**src/rtl/dmem_host_loader.sv**
```systemverilog
// Host-side data-memory loader: holds the core in reset, fills dmem from the host,
// runs the core until done or timeout, then streams a result window back out.
module dmem_host_loader #(
  parameter logic [7:0]  LOAD_BASE = 8'h00,
  parameter int unsigned LOAD_LEN  = 32'd64,
  parameter logic [7:0]  DUMP_BASE = 8'h40,
  parameter int unsigned DUMP_LEN  = 32'd64,
  parameter logic [15:0] TIMEOUT   = 16'd10000
) (
  input  logic       clk,
  input  logic       reset,
  input  logic       start,
  input  logic [7:0] in_data,
  input  logic       in_valid,
  output logic       in_ready,
  output logic [7:0] out_data,
  output logic       out_valid,
  input  logic       out_ready,
  output logic       core_rst,
  input  logic       core_done,
  output logic       dm_we,
  output logic [7:0] dm_adr,
  output logic [7:0] dm_di,
  input  logic [7:0] dm_dout,
  output logic       busy,
  output logic       finished,
  output logic       timeout
);

  typedef enum logic [2:0] {
    S_IDLE   = 3'd0,
    S_LOAD   = 3'd1,
    S_RUN    = 3'd2,
    S_DUMP   = 3'd3,
    S_FINISH = 3'd4
  } state_t;

  localparam logic        LOAD_EN   = (LOAD_LEN != 32'd0);
  localparam logic        DUMP_EN   = (DUMP_LEN != 32'd0);
  localparam logic        TO_EN     = (TIMEOUT != 16'd0);
  localparam logic [8:0]  LOAD_LAST = 9'(LOAD_LEN - 32'd1);
  localparam logic [8:0]  DUMP_LAST = 9'(DUMP_LEN - 32'd1);
  localparam logic [15:0] TO_LAST   = TIMEOUT - 16'd1;
  localparam state_t      RUN_EXIT  = DUMP_EN ? S_DUMP : S_FINISH;

  state_t      state_q, state_d;
  logic [8:0]  cnt_q, cnt_d;
  logic [15:0] cyc_q, cyc_d;
  logic        core_rst_q, core_rst_d;
  logic        busy_q, busy_d;
  logic        finished_q, finished_d;
  logic        timeout_q, timeout_d;
  logic        in_ready_q, in_ready_d;
  logic        out_valid_q, out_valid_d;

  // Next-state, counters and the registered status outputs derived from the next state.
  always_comb begin
    state_d   = state_q;
    cnt_d     = cnt_q;
    cyc_d     = cyc_q;
    timeout_d = timeout_q;
    case (state_q)
      S_IDLE, S_FINISH: begin
        if (start) begin
          cnt_d     = 9'd0;
          cyc_d     = 16'd0;
          timeout_d = 1'b0;
          state_d   = LOAD_EN ? S_LOAD : S_RUN;
        end else begin
          state_d = state_q;
        end
      end
      S_LOAD: begin
        if (in_valid && (cnt_q == LOAD_LAST)) begin
          cnt_d   = 9'd0;
          state_d = S_RUN;
        end else if (in_valid) begin
          cnt_d = cnt_q + 9'd1;
        end else begin
          cnt_d = cnt_q;
        end
      end
      S_RUN: begin
        cyc_d = cyc_q + 16'd1;
        // A done flag in the same cycle as the timeout wins; timeout stays clear.
        if (core_done) begin
          state_d = RUN_EXIT;
        end else if (TO_EN && (cyc_q == TO_LAST)) begin
          timeout_d = 1'b1;
          state_d   = RUN_EXIT;
        end else begin
          state_d = S_RUN;
        end
      end
      S_DUMP: begin
        if (out_ready && (cnt_q == DUMP_LAST)) begin
          state_d = S_FINISH;
        end else if (out_ready) begin
          cnt_d = cnt_q + 9'd1;
        end else begin
          cnt_d = cnt_q;
        end
      end
      default: begin
        state_d = S_IDLE;
      end
    endcase

    core_rst_d  = (state_d != S_RUN);
    busy_d      = (state_d == S_LOAD) || (state_d == S_RUN) || (state_d == S_DUMP);
    finished_d  = (state_d == S_FINISH);
    in_ready_d  = (state_d == S_LOAD);
    out_valid_d = (state_d == S_DUMP);
  end

  // State and registered outputs with synchronous reset.
  always_ff @(posedge clk) begin
    if (reset) begin
      state_q     <= S_IDLE;
      cnt_q       <= 9'd0;
      cyc_q       <= 16'd0;
      core_rst_q  <= 1'b1;
      busy_q      <= 1'b0;
      finished_q  <= 1'b0;
      timeout_q   <= 1'b0;
      in_ready_q  <= 1'b0;
      out_valid_q <= 1'b0;
    end else begin
      state_q     <= state_d;
      cnt_q       <= cnt_d;
      cyc_q       <= cyc_d;
      core_rst_q  <= core_rst_d;
      busy_q      <= busy_d;
      finished_q  <= finished_d;
      timeout_q   <= timeout_d;
      in_ready_q  <= in_ready_d;
      out_valid_q <= out_valid_d;
    end
  end

  // dmem port: same-cycle write in LOAD, address-only read in DUMP, idle otherwise.
  always_comb begin
    dm_we  = 1'b0;
    dm_adr = 8'h00;
    dm_di  = 8'h00;
    case (state_q)
      S_LOAD: begin
        dm_we  = in_valid;
        dm_adr = LOAD_BASE + cnt_q[7:0];
        dm_di  = in_valid ? in_data : 8'h00;
      end
      S_DUMP: begin
        dm_adr = DUMP_BASE + cnt_q[7:0];
      end
      default: begin
        dm_we  = 1'b0;
        dm_adr = 8'h00;
        dm_di  = 8'h00;
      end
    endcase
  end

  assign out_data  = dm_dout;
  assign in_ready  = in_ready_q;
  assign out_valid = out_valid_q;
  assign core_rst  = core_rst_q;
  assign busy      = busy_q;
  assign finished  = finished_q;
  assign timeout   = timeout_q;

endmodule

```
**config.mk**
```make
export PLATFORM = sky130hd
export DESIGN_NAME = dmem_host_loader
export DESIGN_NICKNAME = d
export VERILOG_FILES = /design/src/rtl/dmem_host_loader.sv
export SDC_FILE = /design/constraint.sdc
export NUM_CORES = 1
export LEC_CHECK = 0
export BUFFER_PORTS_ARGS = -buffer_cell sky130_fd_sc_hd__buf_2
export CAP_MARGIN = 20
export CORE_ASPECT_RATIO = 1.25
export CORE_MARGIN = 1.5
export CORE_UTILIZATION = 35
export CTS_CLUSTER_DIAMETER = 100
export DETAILED_ROUTE_END_ITERATION = 7
export PLACE_DENSITY = 0.65
export SETUP_SLACK_MARGIN = 0.15
export SYNTH_ARGS = -nofsm -noshare
export SYNTH_HDL_FRONTEND = slang
export SYNTH_SLANG_ARGS = --single-unit
```
**constraint.sdc**
```tcl
create_clock -name clk -period 5.1 [get_ports clk]
set_clock_uncertainty 0.1 [all_clocks]
set_input_delay 0.765 -clock clk [delete_from_list [all_inputs] [get_ports clk]]
set_output_delay 0.765 -clock clk [all_outputs]
set_load 0.01 [all_outputs]
```
==> impl_metrics.env <==
export IMPL_outcome="complete, no violations"
export IMPL_synth_avg_cell_area_um2=8.34
export IMPL_synth_cells=245
export IMPL_yosysTopAreaCellShare_pct=33.3
export IMPL_fin_setup_tns_ns=0
export IMPL_synth_async_reset_ratio_pct=0
export IMPL_place_gp_congestion=0.825
export IMPL_cts_htree_levels=2
export IMPL_cts_resized=0
export IMPL_grt_usage_pct=16.3
export IMPL_n_antenna_cell=0
export IMPL_cts_buffers=5
export IMPL_yosysUniqueCellTypes=53
export IMPL_dpl_cell_count=323
export IMPL_power_mw=0.554
export IMPL_rr_worst_depth=6
export IMPL_holdCritPathClass="flip-flop to flip-flop"
export IMPL_post_route_drc_count=0
export IMPL_drive_above_1_share_pct=22.1
export IMPL_yosys_area_top_type="dfxtp_1"
export IMPL_final_nets=292
export IMPL_hold_viol_final=0
export IMPL_ios=53
export IMPL_crit_arrival_ns=1.95
export IMPL_io_buffers=36
export IMPL_drt_iter0_drc=192
export IMPL_synth_nets=271
export IMPL_synth_yosys_warnings=0
export IMPL_path_cells="nor2b_1 -> and3_1 -> and2_1 -> buf_2"
export IMPL_path_clk_slew_ns=0.07
export IMPL_p_leak_nw=0.872
export IMPL_cts_root_buf="clkbuf_8"
export IMPL_wl_um=4850
export IMPL_ys_ff_latch=34
export IMPL_vias=1960
export IMPL_ant_nets=0
export IMPL_cp_required_ns=4.24
export IMPL_vdd_drop_max_uv=124
export IMPL_clk_latency_ns=0.29
export IMPL_rr_endpoint="cnt_q[2]$_SDFFE_PP0P_"
export IMPL_regArea_um2=681
export IMPL_fin_crit_ns=2.81
export IMPL_cts_tree="built"
export IMPL_synth_edf_count=0
export IMPL_synth_seq_area_share_pct=33.3
export IMPL_die_height_um=88.5
export IMPL_rsz0062_at_grt="no"
export IMPL_die_width_um=71.4
export IMPL_worstHoldStart="cyc_q[2]$_SDFFE_PP0P_"
export IMPL_start_util_pct=37.1
export IMPL_cpMaxStageDelayCell="dfxtp_1"
export IMPL_yosysMostFrequentCell="dfxtp_1"
export IMPL_holdPathEnd="cyc_q[2]$_SDFFE_PP0P_"
export IMPL_r2r_start="cnt_q[6]$_SDFFE_PP0P_"
export IMPL_nFillCells=559
export IMPL_multi_input_area_um2=1180
export IMPL_fmax_mhz=356
export IMPL_syn_area_um2=2040
export IMPL_tightest_slew_ns=0.578
export IMPL_worstSetupEndpointType="primary output"
export IMPL_max_stage_delay_ns=0.50
export IMPL_wl_per_cell_um=14.6
export IMPL_clockBufferDepth=2
export IMPL_core_um2=5520
export IMPL_criticalPathCategory="flip-flop to primary output"
export IMPL_cts_sinks=34
export IMPL_drt_pass1_iter_count=4
export IMPL_worstHoldPathCells=2
export IMPL_grt_max_degree=32
export IMPL_cts_hold_buf=0
export IMPL_synth_top_flop_cell="dfxtp_1"
export IMPL_crit_path_max_fanout=10
export IMPL_setup_ws_ns=2.29
export IMPL_dieArea_um2=6310
export IMPL_power_density_nw_per_um2=244
export IMPL_hpwl_um=3450
export IMPL_rows=30
export IMPL_post_cts_buffers=0
export IMPL_grt_pass1_vias=1776
export IMPL_vias_per_cell=5.92
export IMPL_place_ws_ns=2.61
export IMPL_overflow=0
export IMPL_fin_crit_sh_pct=55.2
export IMPL_netlist_top_cells_count="34 x dfxtp_1, 22 x nor2_1, 15 x a21oi_1"
export IMPL_finalSetupViolations=0
export IMPL_ys_top_cells_by_area="dfxtp_1 33%, nor2_1 4.0%, nand4_1 4.0%"
export IMPL_start_kind="flip-flop"
export IMPL_stdcell_count=331
export IMPL_maxCapViolations=0
export IMPL_max_slew_margin_rel_pct=61.5
export IMPL_r2r_slack_ns=2.81
export IMPL_grt_pass1_wl_um=8200
export IMPL_antenna_found_initial=0
export IMPL_slew_violations=0
export IMPL_syn_to_final_growth_pct=11.0
power breakdown:
part,switching [mW],leakage [nW],internal (mW)
Sequential,0.00277,0.275,0.268
Clock,0.101,0.0575,0.136
Combinational,0.0295,0.540,0.0169
Total,0.133,0.872,0.421
layout make-up:
class / instances / share of cell area (%)
tap: 64 / 3.53
sequential: 34 / 30.0
multi-input combinational: 180 / 52.0
inverter: 8 / 1.32
clock buffer: 8 / 4.85
timing repair buffer: 37 / 8.27
stage by stage:
stage	utilization, %	hold slack [ns]	area (um^2)
floorplan	-	0.383	2040
global placement	39.1	0.404	2160
detailed placement	39.1	0.412	2160
CTS	41.1	0.423	2270
global route	41.1	0.463	2270
finish	41.1	0.426	2270
cells in the final DEF, fill, tap and decap left out, types with 3 or more instances in the layout:
cell type	instances
mux2_2	3
a311oi_1	3
buf_2	36
a21oi_1	15
nor3_1	6
nand4_1	13
and3_1	7
a211oi_1	3
nor2_1	22
or4_1	5
nand3_1	10
clkbuf_8	8
and2_1	12
nand2_1	11
o211ai_1	3
and4_1	3
o21ai_0	9
inv_1	8
a32o_1	4
ha_1	4
dfxtp_1	34
a31oi_1	5
flip-flops by register name (all words and copies together), names as in the netlist:
register   count
cyc_q         16
cnt_q          9
state_q        3
busy           1
core_rst       1
finished       1
in_ready       1
out_valid      1
timeout        1
layer usage:
| layer | vias up | share of wire (%) | GRT usage (%) |
|---|---|---|---|
| met5 | - | 0 | 0 |
| met4 | 0 | 1.8 | 8.75 |
| met3 | 11 | 5.6 | 3.87 |
| met2 | 66 | 49 | 26.8 |
| met1 | 919 | 44 | 19.9 |
| li1 | 964 | - | - |
worst max-delay path: cells and delay by family (launching register included):
kind,cells,cell delay [ns]
buffers and inverters,1,0.12
AND/OR/NAND/NOR,3,1.04
flip-flops,1,0.50
logic make-up (layout without fill, tap and decap cells):
logic type      Yosys count  after routing  synth area share [%]
xor+xnor                  2              2                 0.857
simple gates            110            110                  31.6
flops                    34             34                  33.3
mux                       5              5                  2.63
compound gates           59             59                  20.3
buf+inv                  31             53                  8.93
fa+ha+maj                 4              4                  2.45
worst max path at each step:
stage / startpoint / end / cells after the start
global placement: state_q[0]$_SDFF_PP0_ / dm_di[7] / 4
detailed placement: state_q[0]$_SDFF_PP0_ / dm_di[7] / 4
CTS: state_q[0]$_SDFF_PP0_ / dm_di[6] / 4
floorplan: state_q[0]$_SDFF_PP0_ / dm_di[0] / 5
global route: state_q[0]$_SDFF_PP0_ / dm_di[1] / 4
finish: state_q[0]$_SDFF_PP0_ / dm_di[6] / 4
No activity file was read; power rests on OpenSTA's default activity.
